==> src/rtl/riscv_div_unit.sv <==
// Iterative radix-2 restoring divider for RV32M DIV/DIVU/REM/REMU.
// Produces one quotient bit per cycle. Divide-by-zero and signed overflow finish one cycle after the start.
module riscv_div_unit #(
    parameter int WIDTH = 32
) (
    input  logic             clk,
    input  logic             rst_n,
    input  logic             start,
    input  logic [1:0]       op,
    input  logic [WIDTH-1:0] dividend,
    input  logic [WIDTH-1:0] divisor,
    input  logic             flush,
    output logic             busy,
    output logic             done,
    output logic [WIDTH-1:0] result
);
    localparam int CW = (WIDTH > 2) ? $clog2(WIDTH) : 1;

    typedef enum logic [1:0] {
        IDLE = 2'd0,
        CALC = 2'd1,
        DONE = 2'd2
    } state_t;

    state_t           state_r;
    logic [WIDTH-1:0] rem_acc_r;
    logic [WIDTH-1:0] quo_r;
    logic [WIDTH-1:0] div_mag_r;
    logic [CW-1:0]    count_r;
    logic             neg_q_r;
    logic             neg_r_r;
    logic             want_rem_r;

    logic             is_signed_s;
    logic             a_neg_s;
    logic             b_neg_s;
    logic             div_zero_s;
    logic             ovf_s;
    logic             accept_s;
    logic             last_s;
    logic [WIDTH-1:0] a_mag_s;
    logic [WIDTH-1:0] b_mag_s;
    logic [WIDTH-1:0] spec_res_s;
    logic [WIDTH:0]   shifted_s;
    logic [WIDTH:0]   diff_s;
    logic [WIDTH-1:0] r_next_s;
    logic [WIDTH-1:0] q_next_s;
    logic [WIDTH-1:0] q_fix_s;
    logic [WIDTH-1:0] r_fix_s;

    // Operand decode, special-case detection and one restoring step.
    always_comb begin
        is_signed_s = ~op[0];
        a_neg_s     = is_signed_s & dividend[WIDTH-1];
        b_neg_s     = is_signed_s & divisor[WIDTH-1];
        a_mag_s     = a_neg_s ? (~dividend + WIDTH'(1'b1)) : dividend;
        b_mag_s     = b_neg_s ? (~divisor + WIDTH'(1'b1)) : divisor;
        div_zero_s  = (divisor == {WIDTH{1'b0}});
        ovf_s       = is_signed_s
                    & (dividend == {1'b1, {(WIDTH-1){1'b0}}})
                    & (divisor == {WIDTH{1'b1}});
        accept_s    = start & ~flush & (state_r != CALC);
        last_s      = (count_r == CW'(WIDTH-1));

        if (div_zero_s) begin
            spec_res_s = op[1] ? dividend : {WIDTH{1'b1}};
        end else if (ovf_s) begin
            spec_res_s = op[1] ? {WIDTH{1'b0}} : {1'b1, {(WIDTH-1){1'b0}}};
        end else begin
            spec_res_s = {WIDTH{1'b0}};
        end

        // The dividend is shifted out of quo_r MSB-first while quotient bits shift in at the LSB.
        shifted_s = {rem_acc_r, quo_r[WIDTH-1]};
        diff_s    = shifted_s - {1'b0, div_mag_r};
        if (diff_s[WIDTH]) begin
            r_next_s = shifted_s[WIDTH-1:0];
            q_next_s = {quo_r[WIDTH-2:0], 1'b0};
        end else begin
            r_next_s = diff_s[WIDTH-1:0];
            q_next_s = {quo_r[WIDTH-2:0], 1'b1};
        end

        q_fix_s = neg_q_r ? (~q_next_s + WIDTH'(1'b1)) : q_next_s;
        r_fix_s = neg_r_r ? (~r_next_s + WIDTH'(1'b1)) : r_next_s;
    end

    // Control FSM, iteration datapath and registered outputs.
    always_ff @(posedge clk) begin
        if (!rst_n) begin
            state_r    <= IDLE;
            busy       <= 1'b0;
            done       <= 1'b0;
            result     <= {WIDTH{1'b0}};
            rem_acc_r  <= {WIDTH{1'b0}};
            quo_r      <= {WIDTH{1'b0}};
            div_mag_r  <= {WIDTH{1'b0}};
            count_r    <= {CW{1'b0}};
            neg_q_r    <= 1'b0;
            neg_r_r    <= 1'b0;
            want_rem_r <= 1'b0;
        end else if (flush) begin
            state_r <= IDLE;
            busy    <= 1'b0;
            done    <= 1'b0;
        end else if (accept_s) begin
            want_rem_r <= op[1];
            neg_q_r    <= a_neg_s ^ b_neg_s;
            neg_r_r    <= a_neg_s;
            div_mag_r  <= b_mag_s;
            quo_r      <= a_mag_s;
            rem_acc_r  <= {WIDTH{1'b0}};
            count_r    <= {CW{1'b0}};
            if (div_zero_s || ovf_s) begin
                state_r <= DONE;
                busy    <= 1'b0;
                done    <= 1'b1;
                result  <= spec_res_s;
            end else begin
                state_r <= CALC;
                busy    <= 1'b1;
                done    <= 1'b0;
            end
        end else begin
            case (state_r)
                CALC: begin
                    rem_acc_r <= r_next_s;
                    quo_r     <= q_next_s;
                    count_r   <= count_r + CW'(1'b1);
                    if (last_s) begin
                        state_r <= DONE;
                        busy    <= 1'b0;
                        done    <= 1'b1;
                        result  <= want_rem_r ? r_fix_s : q_fix_s;
                    end else begin
                        state_r <= CALC;
                        busy    <= 1'b1;
                        done    <= 1'b0;
                    end
                end
                DONE: begin
                    state_r <= IDLE;
                    busy    <= 1'b0;
                    done    <= 1'b0;
                end
                IDLE: begin
                    state_r <= IDLE;
                    busy    <= 1'b0;
                    done    <= 1'b0;
                end
                default: begin
                    state_r <= IDLE;
                    busy    <= 1'b0;
                    done    <= 1'b0;
                end
            endcase
        end
    end

endmodule

==> config.mk <==
export PLATFORM = sky130hd
export DESIGN_NAME = riscv_div_unit
export DESIGN_NICKNAME = d
export VERILOG_FILES = /design/src/rtl/riscv_div_unit.sv
export SDC_FILE = /design/constraint.sdc
export NUM_CORES = 1
export LEC_CHECK = 0
export ABC_AREA = 1
export BUFFER_PORTS_ARGS = -buffer_cell sky130_fd_sc_hd__buf_2
export CORE_MARGIN = 2
export CORE_UTILIZATION = 55
export CTS_BUF_LIST = sky130_fd_sc_hd__clkbuf_4
export CTS_CLUSTER_SIZE = 40
export DETAILED_ROUTE_END_ITERATION = 16
export GPL_ROUTABILITY_DRIVEN = 0
export MAX_ROUTING_LAYER = met4
export PLACE_DENSITY = 0.78
export SETUP_SLACK_MARGIN = 0.3
export SLEW_MARGIN = 20
export SYNTH_ARGS = -nofsm -noshare
export SYNTH_HDL_FRONTEND = slang
export SYNTH_SLANG_ARGS = --single-unit
==> constraint.sdc <==
create_clock -name clk -period 5.36 [get_ports clk]
set_clock_uncertainty 0.15 [all_clocks]
set_input_delay 0.804 -clock clk [delete_from_list [all_inputs] [get_ports clk]]
set_output_delay 0.804 -clock clk [all_outputs]
set_load 0.03 [all_outputs]
Word level (Yosys, flattened, before mapping)
Index checks and enable logic that the tools add are counted.
{ "totals": {"input_bits": 70, "out_inout_bits": 34, "word_cells": 78, "register_bits": 140} }
{ "classes": {"mux": 33, "n_reduce_logical": 8, "eq_ne": 6, "bitwise_logic": 14, "addsub": 6} }
{ "ops": {"columns": ["cell", "n"], "rows": [
  ["$mux W32", 18],
  ["$add A32 B1 Y32 const B", 4],
  ["$not A32 Y32", 4],
  ["$eq A32 B32 Y1 const B", 2],
  ["$sub A33 B32 Y33", 1],
  ["$logic_not A32 Y1", 1],
  ["$mux W5", 2],
  ["$mux W1", 9],
  ["$mux W2", 4],
  ["$and A1 B1 Y1", 6],
  ["$add A5 B1 Y5 const B", 1],
  ["$eq A5 B5 Y1 const B", 1],
  ["$ne A2 B1 Y1 const B", 2],
  ["$reduce_and A2 Y1", 2],
  ["$reduce_and A4 Y1", 1],
  ["$reduce_bool A2 Y1", 2],
  ["$not A1 Y1", 3],
  ["$eq A2 B1 Y1 const B", 1],
  ["$reduce_or A2 Y1", 1],
  ["$logic_or A1 B1 Y1", 1],
  ["$xor A1 B1 Y1", 1]
]} }

Logic depth before layout (Yosys ltp)
Gate-level depths: netlist of run 1.
{ "logic_depth": {"word_depth": 9, "depth_mapped": 33, "mapped_depth_nobuf": 31} }

Worst setup path before layout of run 1
OpenSTA, ideal clock, no wires.
{ "synth_path": {"path_kind": "reg2reg", "from": "register quo_r[31]", "to": "register result[28]", "synth_period_minus_slack_ns": 4.112, "setup_time_ns": 0.122, "path_slack_ns": 1.248, "path_stages_with_launch": 34, "arrival_ns": 3.840, "required_time_ns": 5.088, "n_path_buf": 2, "cell_sequence": "dfxtp_1 inv_1 ha_1 fa_1 inv_1 nand2_1 nand2_1 nand3_1 nand2_2 nand2_1 nand2_1 nand2_4 nand2_4 nand2_4 nand2_4 buf_12 buf_12 ha_1 inv_1 nor3_1 nand2_1 inv_1 nand3_1 nor2_1 inv_1 nor4_1 nand3_1 nand2_1 inv_1 or2_2 nand3_1 nand2_1 nand2_1 a21oi_2"} }
{ "synth_via": {"elab_chain_cells": 9, "elab_cells_between_ends": 13, "classes_between": "add/sub (3); mux (8); bitwise (2)"} }
{ "synth_rtl": {"columns": ["element", "line_no", "source"], "rows": [
  ["start: declaration", "27", "logic [WIDTH-1:0] quo_r;"],
  ["start signal: assignment", "96", "quo_r <= {WIDTH{1'b0}};"],
  ["start signal: assignment", "111", "quo_r <= a_mag_s;"],
  ["start signal: assignment", "128", "quo_r <= q_next_s;"],
  ["$sub A33 B32 Y33", "75", "diff_s = shifted_s - {1'b0, div_mag_r};"],
  ["$mux W1 or $mux W32 (tied branches)", "76", "if (diff_s[WIDTH]) begin"],
  ["$not A32 Y32 (on tied branches)", "84, 85", null],
  ["$add A32 B1 Y32 (on tied branches)", "84, 85", null],
  ["$mux W32 (on tied branches)", "84, 85", null],
  ["$mux W32 *", "134", "result <= want_rem_r ? r_fix_s : q_fix_s;"],
  ["$mux W32 *", "130", "if (last_s) begin"],
  ["$mux W32 *", "125", "case (state_r)"],
  ["$mux W32 *", "106", "end else if (accept_s) begin"],
  ["end signal: assignment", "94", "result <= {WIDTH{1'b0}};"],
  ["end signal: assignment", "118", "result <= spec_res_s;"],
  ["end signal: assignment", "134", null],
  ["end: declaration", "15", "output logic [WIDTH-1:0] result"]
]} }
Mark *: on every way between the ends. The rest lies on a longest branch, timed or not. The select of a mux whose other input is x is not followed.
A chain may end at the register's enable or synchronous reset.

Worst setup path after layout of run 1
Ends and elaborated chain as after synthesis.

==> out/summary.json, run 1 <==
{
  "pre_cts_slack_ps": 991,
  "rr_worst_depth": 31,
  "outcome": "completed",
  "globalRouteOverflowTotal": 0,
  "fin_util_pct": 60.3,
  "viasPerCell": 5.74,
  "wirelength_routed_microns": 44400,
  "critical_path_buf_inv_count": 6,
  "first_global_vias": 13300,
  "synth.ff_latch_count": 138,
  "postSynthCellCount": 2220,
  "cts_num_sinks": 138,
  "setup.worst_path.class": "reg -> reg",
  "slowest_delay_ps": 400,
  "grt_first_pass_wirelength_microns": 69800,
  "fin_setup_tns_ps": 0,
  "ant_nets": 0,
  "cts-htree-levels": 4,
  "design_power_total_w": 0.00272,
  "post_synth_instance_area_sq_mm": 0.0128,
  "placement.io_buffers": 103,
  "routedWlPerCell_microns": 17.1,
  "cp-end-kind": "flop",
  "syn_nets": 2330,
  "ys_warn_count": 0,
  "regToRegStartpoint": "quo_r[31]",
  "hold_end": "result[16]",
  "grt_max_degree": 93,
  "die_h_microns": 157,
  "layout_setup_ws_ps": 910,
  "final_critical_path_time_including_i_o_delays_and_setup_ps": 4450,
  "drt-pass1-iter-count": 6,
  "worst_setup_hold_path_clk_slew_ps": 150,
  "dr.first_iter.drc_count": 2320,
  "tritoncts": "built",
  "synth_largest_area_cell": "dfxtp_1",
  "final_min_period_over_clock_period_pct": 83.0,
  "cp_common_cell": "nand2_1",
  "max_cap_violations": 0,
  "synthToLayoutAreaGrowth_pct": 7.21,
  "post_synth.cell_area_avg_sq_um": 5.77,
  "hp-start": "result[16]",
  "dp.cells": 2565,
  "critPathArrivalTime_ps": 4780,
  "startpoint_type": "flop",
  "post_synth_main_area_contributors": "dfxtp_1 22%, nand2_1 19%, inv_1 9.0%",
  "floorplan.die.width_microns": 157,
  "normalized_max_slew_margin_pct": 32.6,
  "fmax_ghz": 0.225,
  "io_pins": 104,
  "timing.hold.worst.class": "reg -> reg",
  "fillers": 2288,
  "number_of_antenna_violations_at_the_first_check_in_global_routing": 3,
  "cts_resized": 0,
  "setup_viol_count_final": 0,
  "placement_rows": 55,
  "placeable_area_sq_mm": 0.0228,
  "clock_insertion_delay_worst_skew_ps": 600,
  "drcViolationCount": 0,
  "rsz0062_at_grt": "false",
  "timing.critical_path.slowest_stage_cell": "fa_1",
  "report.final.slew_viol_count": 0,
  "tritoncts.num_buffers": 17,
  "dp.final_hpwl_microns": 34200,
  "initial_utilization_pct": 56.3,
  "cellLeakagePower_nw": 7.06,
  "crit-reg2reg-capture": "result[28]",
  "synthDistinctLibCells": 57,
  "final_report_hold_violation_count": 0,
  "via_count": 14900,
  "grt_util_all_layers_pct": 37.4,
  "cts-hold-fix-buffers": 0,
  "powerDensity_mw_per_mm2": 198,
  "worst_ep_required_time_ps": 5690,
  "post_layout_nonfiller_instances": 2600,
  "max-vdd-ir-drop_v": 0.000147,
  "r2r_slack_ps": 910,
  "nets": 2381,
  "timing.critical_path.fanout_max": 8,
  "post-synth-top-area-fraction_pct": 21.6,
  "max_slew.worst_pin.slew_ps": 1010,
  "clock_root_cell": "clkbuf_4",
  "number_of_buffers_added_for_setup_after_cts": 0,
  "synth.yosys.seq_area_share_pct": 21.6,
  "drive_above_1_share_pct": 10.2,
  "crit_family": "simple AND/OR/NAND/NOR gates",
  "min_delay_path_depth": 2,
  "cts-root-to-sink-buffers": 2,
  "dieArea_sq_mm": 0.0245
}
-- cell usage after synthesis (all sizes together) --
| master | count |
|---|---|
| nand2 | 667 |
| inv | 313 |
| nor2 | 240 |
| o21ai | 182 |
| a21oi | 172 |
| dfxtp | 138 |
| nand3 | 133 |
| xor2 | 61 |
| clkbuf | 57 |
| ha | 39 |
| nand4 | 35 |
| nor3 | 34 |
| buf | 27 |
| o211ai | 20 |
| nor4 | 15 |
| a31oi | 12 |
| o21bai | 12 |
| nand3b | 11 |
| xnor2 | 11 |
| o22ai | 7 |
| or2 | 7 |
| o221ai | 6 |
| o31ai | 5 |
| clkinv | 3 |
| and2 | 2 |
| and3 | 2 |
| a211oi | 1 |
| a21o | 1 |
| a22oi | 1 |
| a32o | 1 |
| fa | 1 |
| nor3b | 1 |
| nor4b | 1 |
| o21a | 1 |
| or4 | 1 |
-- sequential cells by signal, summed over array words and instances, names as in the netlist --
register / count
neg_r_r: 1
rem_acc_r: 32
div_mag_r: 32
count_r: 5
state_r: 1
result: 32
quo_r: 32
neg_q_r: 1
done: 1
want_rem_r: 1
-- worst max-delay path by stage --
stage | startpoint | end | depth (start not counted)
after floorplan | quo_r[31] | result[28] | 33
after global placement | quo_r[31] | result[28] | 31
after CTS | quo_r[31] | result[28] | 31
after detailed placement | quo_r[31] | result[28] | 31
final | quo_r[31] | result[28] | 31
after global routing | quo_r[31] | result[28] | 31
-- placed cells by master, fill, tap and decap left out, types with 4 or more instances in the layout --
cell type / netlist / routed
o21ai_1: 6 / 6
nand2_1: 636 / 636
buf_4: 2 / 13
nor2_1: 228 / 226
a31oi_1: 12 / 12
nor2_2: 10 / 11
inv_6: 0 / 4
o21ai_2: 5 / 5
nand3_1: 128 / 128
nor4_1: 14 / 14
nor3_1: 31 / 31
inv_1: 306 / 306
a21oi_2: 7 / 7
o21ai_0: 171 / 171
or2_2: 6 / 6
nand2_2: 21 / 21
clkbuf_4: 0 / 17
ha_1: 39 / 39
o211ai_1: 20 / 20
xor2_1: 61 / 61
nand3b_1: 11 / 11
nand4_1: 35 / 35
o22ai_1: 7 / 7
o21bai_1: 11 / 11
o221ai_1: 6 / 6
xnor2_1: 11 / 11
inv_2: 7 / 8
nand2_4: 9 / 9
dfxtp_1: 138 / 138
a21oi_1: 164 / 164
buf_2: 9 / 103
o31ai_1: 5 / 5
-- kinds of logic after synthesis --
kind of cell,synth area share [%]
buf+inv,12.5
flops,21.6
fa+ha+maj,3.96
simple gates,39.0
compound gates,18.1
xor+xnor,4.92
-- area by class of cell --
class / count / area (sq um) / share of cell area (%)
clock inverter: 15 / 188 / 1.37
timing repair buffer: 116 / 613 / 4.46
tap: 313 / 392 / 2.85
clock buffer: 17 / 128 / 0.929
multi-input combinational: 1682 / 8460 / 61.6
inverter: 316 / 1190 / 8.63
antenna: 3 / 7.51 / 0.0546
sequential: 138 / 2760 / 20.1
-- where the power goes --
| part | total, W | internal [W] | switching (W) |
|---|---|---|---|
| clock network | 0.000803 | 0.000334 | 0.000469 |
| logic | 0.000812 | 0.000249 | 0.000563 |
| registers | 0.00110 | 0.00106 | 0.0000409 |
| total | 0.00272 | 0.00164 | 0.00107 |
-- stage by stage --
stage,hold WS (ps),instance area (sq um)
after global routing,331,13700
after CTS,321,13700
final,320,13700
after global placement,304,13400
after detailed placement,302,13400
after floorplan,295,12800
-- tightest hold or removal path, cell delays in order (launching register included) --
cell and delay (ps):
dfxtp_1 330, nand2_1 60, a21oi_1 50
-- metal layers --
metal / global-route usage, % / share of wire, % / up-vias
met5: - / 0 / -
met2: 53.1 / 42 / 925
met4: 15.9 / 4.4 / 0
li1: - / - / 7242
met1: 49.9 / 41 / 6612
met3: 9.80 / 13 / 137
(Power assumes the default switching activity.)
==> run 2, diff against run 1 <==
--- a/config.mk
+++ b/config.mk
@@ -14,7 +14,7 @@
 export DETAILED_ROUTE_END_ITERATION = 16
 export GPL_ROUTABILITY_DRIVEN = 0
 export MAX_ROUTING_LAYER = met4
-export PLACE_DENSITY = 0.78
+export PLACE_DENSITY = 0.81
 export SETUP_SLACK_MARGIN = 0.3
 export SLEW_MARGIN = 20
 export SYNTH_ARGS = -nofsm -noshare
==> constraint.sdc (replaced) <==
create_clock -name clk -period 3.9 [get_ports clk]
set_clock_uncertainty 0.15 [all_clocks]
set_input_delay 0.585 -clock clk [delete_from_list [all_inputs] [get_ports clk]]
set_output_delay 0.585 -clock clk [all_outputs]
set_load 0.03 [all_outputs]
==> run 2 against run 1 <==
  * Clock-buffer cell count is the same
  * Routed wire length grew 5.3%
  * Critical path depth is the same
  * Register-to-register slack lost 680 ps
  * Sequential power grew 38%
  * First-iteration DRC count grew 1.4%
  * Highest routed layer unchanged
  * Combinational power grew 54%
  * Largest power group unchanged
  * Sequential cell count is the same
  * Fmax grew 21%
  * Hold slack lost 190 ps
==> out/summary.json, run 2 (same netlist as run 1, synthesis figures left out) <==
{
  "outcome": "completed",
  "placeable_area_sq_mm": 0.0228,
  "net-switching-power_w": 0.00149,
  "pre_cts_slack_ps": 66.9,
  "number_of_antenna_violations_at_the_first_check_in_global_routing": 2,
  "timing.hold.worst.class": "in -> reg",
  "globalRouteMet1Util_pct": 48.9,
  "dr.first_iter.drc_count": 2353,
  "fin_util_pct": 64.4,
  "grt_first_pass_wirelength_microns": 71100,
  "normalized_max_slew_margin_pct": 39.3,
  "worst_setup_hold_path_clk_slew_ps": 130,
  "critical_path_buf_inv_count": 6,
  "max_cap_violations": 0,
  "viasPerCell": 5.90,
  "grt_max_degree": 61,
  "clock_power_share_pct": 28.2,
  "grt_use_met2_pct": 56.2,
  "io_pins": 104,
  "p_comb_share_pct": 32.5,
  "fin_setup_tns_ps": 0,
  "critPathArrivalTime_ps": 4020,
  "via_count": 15600,
  "grt.busiest_layer": "met2",
  "crit_family": "simple AND/OR/NAND/NOR gates",
  "cp-end-kind": "flop",
  "p_sw_share_pct": 38.6,
  "grt_util_all_layers_pct": 38.0,
  "tritoncts": "built",
  "worst_ep_required_time_ps": 4250,
  "placement_rows": 55,
  "drt-pass1-iter-count": 7,
  "rsz0062_at_grt": "true",
  "layout_common_cells": "602 x nand2_1, 297 x inv_1, 214 x nor2_1",
  "setup_viol_count_final": 0,
  "cts-htree-levels": 4,
  "cts_num_sinks": 138,
  "timing.critical_path.fanout_max": 3,
  "powerDensity_mw_per_mm2": 263,
  "ant_nets": 0,
  "report.final.slew_viol_count": 0,
  "floorplan.die.width_microns": 157,
  "max_slew.worst_pin.slew_ps": 909,
  "clock_insertion_delay_worst_skew_ps": 610,
  "final_report_hold_violation_count": 0,
  "most_common_library_cell_in_the_layout_ignoring_fill_and_taps": "nand2_1",
  "power.share.sequential_pct": 39.3,
  "placement.io_buffers": 103,
  "initial_utilization_pct": 56.3,
  "routedWlPerCell_microns": 17.6,
  "nets": 2434,
  "final_min_period_over_clock_period_pct": 94.2,
  "die_h_microns": 157,
  "slowest_delay_ps": 400,
  "dp.final_hpwl_microns": 35200,
  "power.internal_w": 0.00237,
  "r2r_slack_ps": 230,
  "tritoncts.num_buffers": 17,
  "synthToLayoutAreaGrowth_pct": 14.5,
  "final_critical_path_time_including_i_o_delays_and_setup_ps": 3670,
  "fmax_ghz": 0.272,
  "timing.critical_path.slowest_stage_cell": "fa_2",
  "cts-root-to-sink-buffers": 2,
  "first_global_vias": 13800,
  "wirelength_routed_microns": 46800,
  "dieArea_sq_mm": 0.0245,
  "cellLeakagePower_nw": 7.37,
  "drcViolationCount": 0,
  "clock_root_cell": "clkbuf_4",
  "layout_setup_ws_ps": 227,
  "max-vdd-ir-drop_v": 0.000193,
  "setup.worst_path.class": "reg -> reg",
  "met3_usage_pct": 10.7,
  "globalRouteOverflowTotal": 0,
  "startpoint_type": "flop",
  "drive_above_1_share_pct": 16.4
}
run 2: final cells by class:
| cell class | count | area, sq um |
|---|---|---|
| multi-input cells | 1682 | 8940 |
| fillers | 2079 | 8110 |
| flip-flops and latches | 138 | 2770 |
| inverters | 316 | 1190 |
| repair buffers | 169 | 1070 |
| well taps | 313 | 392 |
| clock inverters | 14 | 180 |
| clock buffers | 17 | 128 |
| diodes | 2 | 5.00 |
run 2: final timing paths:
kind	start	endpoint	depth (start not counted)
hold reg to reg	result[23]	result[23]	2
hold / removal	dividend[1]	quo_r[1]	3
setup reg to reg	quo_r[31]	result[28]	31
setup / recovery	quo_r[31]	result[28]	31
run 2: worst reg2reg max path, delay by kind of cell, from the launching register on:
kind / cells / cell delay, ps
flip-flops: 1 / 360
AND/OR/NAND/NOR: 21 / 1940
adder cells (fa/ha/maj): 3 / 690
AO/OA/AOI/OAI: 1 / 50
buffers and inverters: 6 / 380
run 2: metal layers:
| metal | routed length (microns) | part of all wire [%] | vias to the layer above |
|---|---|---|---|
| li1 | - | - | 7358 |
| met1 | 18300 | 39 | 7017 |
| met2 | 20000 | 43 | 1102 |
| met3 | 6500 | 14 | 163 |
| met4 | 1970 | 4.2 | 0 |
| met5 | 0 | 0 | - |
run 2: timing repair:
action | 4_1_cts | 5_1_grt
cloned | 0 | 1
setup endpoints to repair | 13 | 29
gates resized for setup | 12 | 111
pin swaps | 8 | 26
hold buffers | 0 | 0
buffers inserted | 6 | 19
run 2: power by group through the flow:
stage | Combinational [W] | Clock, W | Sequential [W]
finish | 0.00125 | 0.00109 | 0.00152
global route | 0.00136 | 0.00114 | 0.00152
global placement | 0.00108 | 0 | 0.00154
detailed placement | 0.00110 | 0 | 0.00154
floorplan | 0.000775 | 0 | 0.00152
CTS | 0.00112 | 0.00108 | 0.00151
run 2: per-stage QoR:
| step | area (sq um) | power (W) | hold slack [ps] | cells |
|---|---|---|---|---|
| after floorplan | 12900 | 0.00230 | 295 | 2220 |
| after global placement | 13700 | 0.00262 | 307 | 2592 |
| after detailed placement | 13700 | 0.00264 | 302 | 2592 |
| after CTS | 14100 | 0.00371 | 98.6 | 2629 |
| after global routing | 14700 | 0.00402 | 125 | 2651 |
| final | 14700 | 0.00386 | 127 | 2651 |
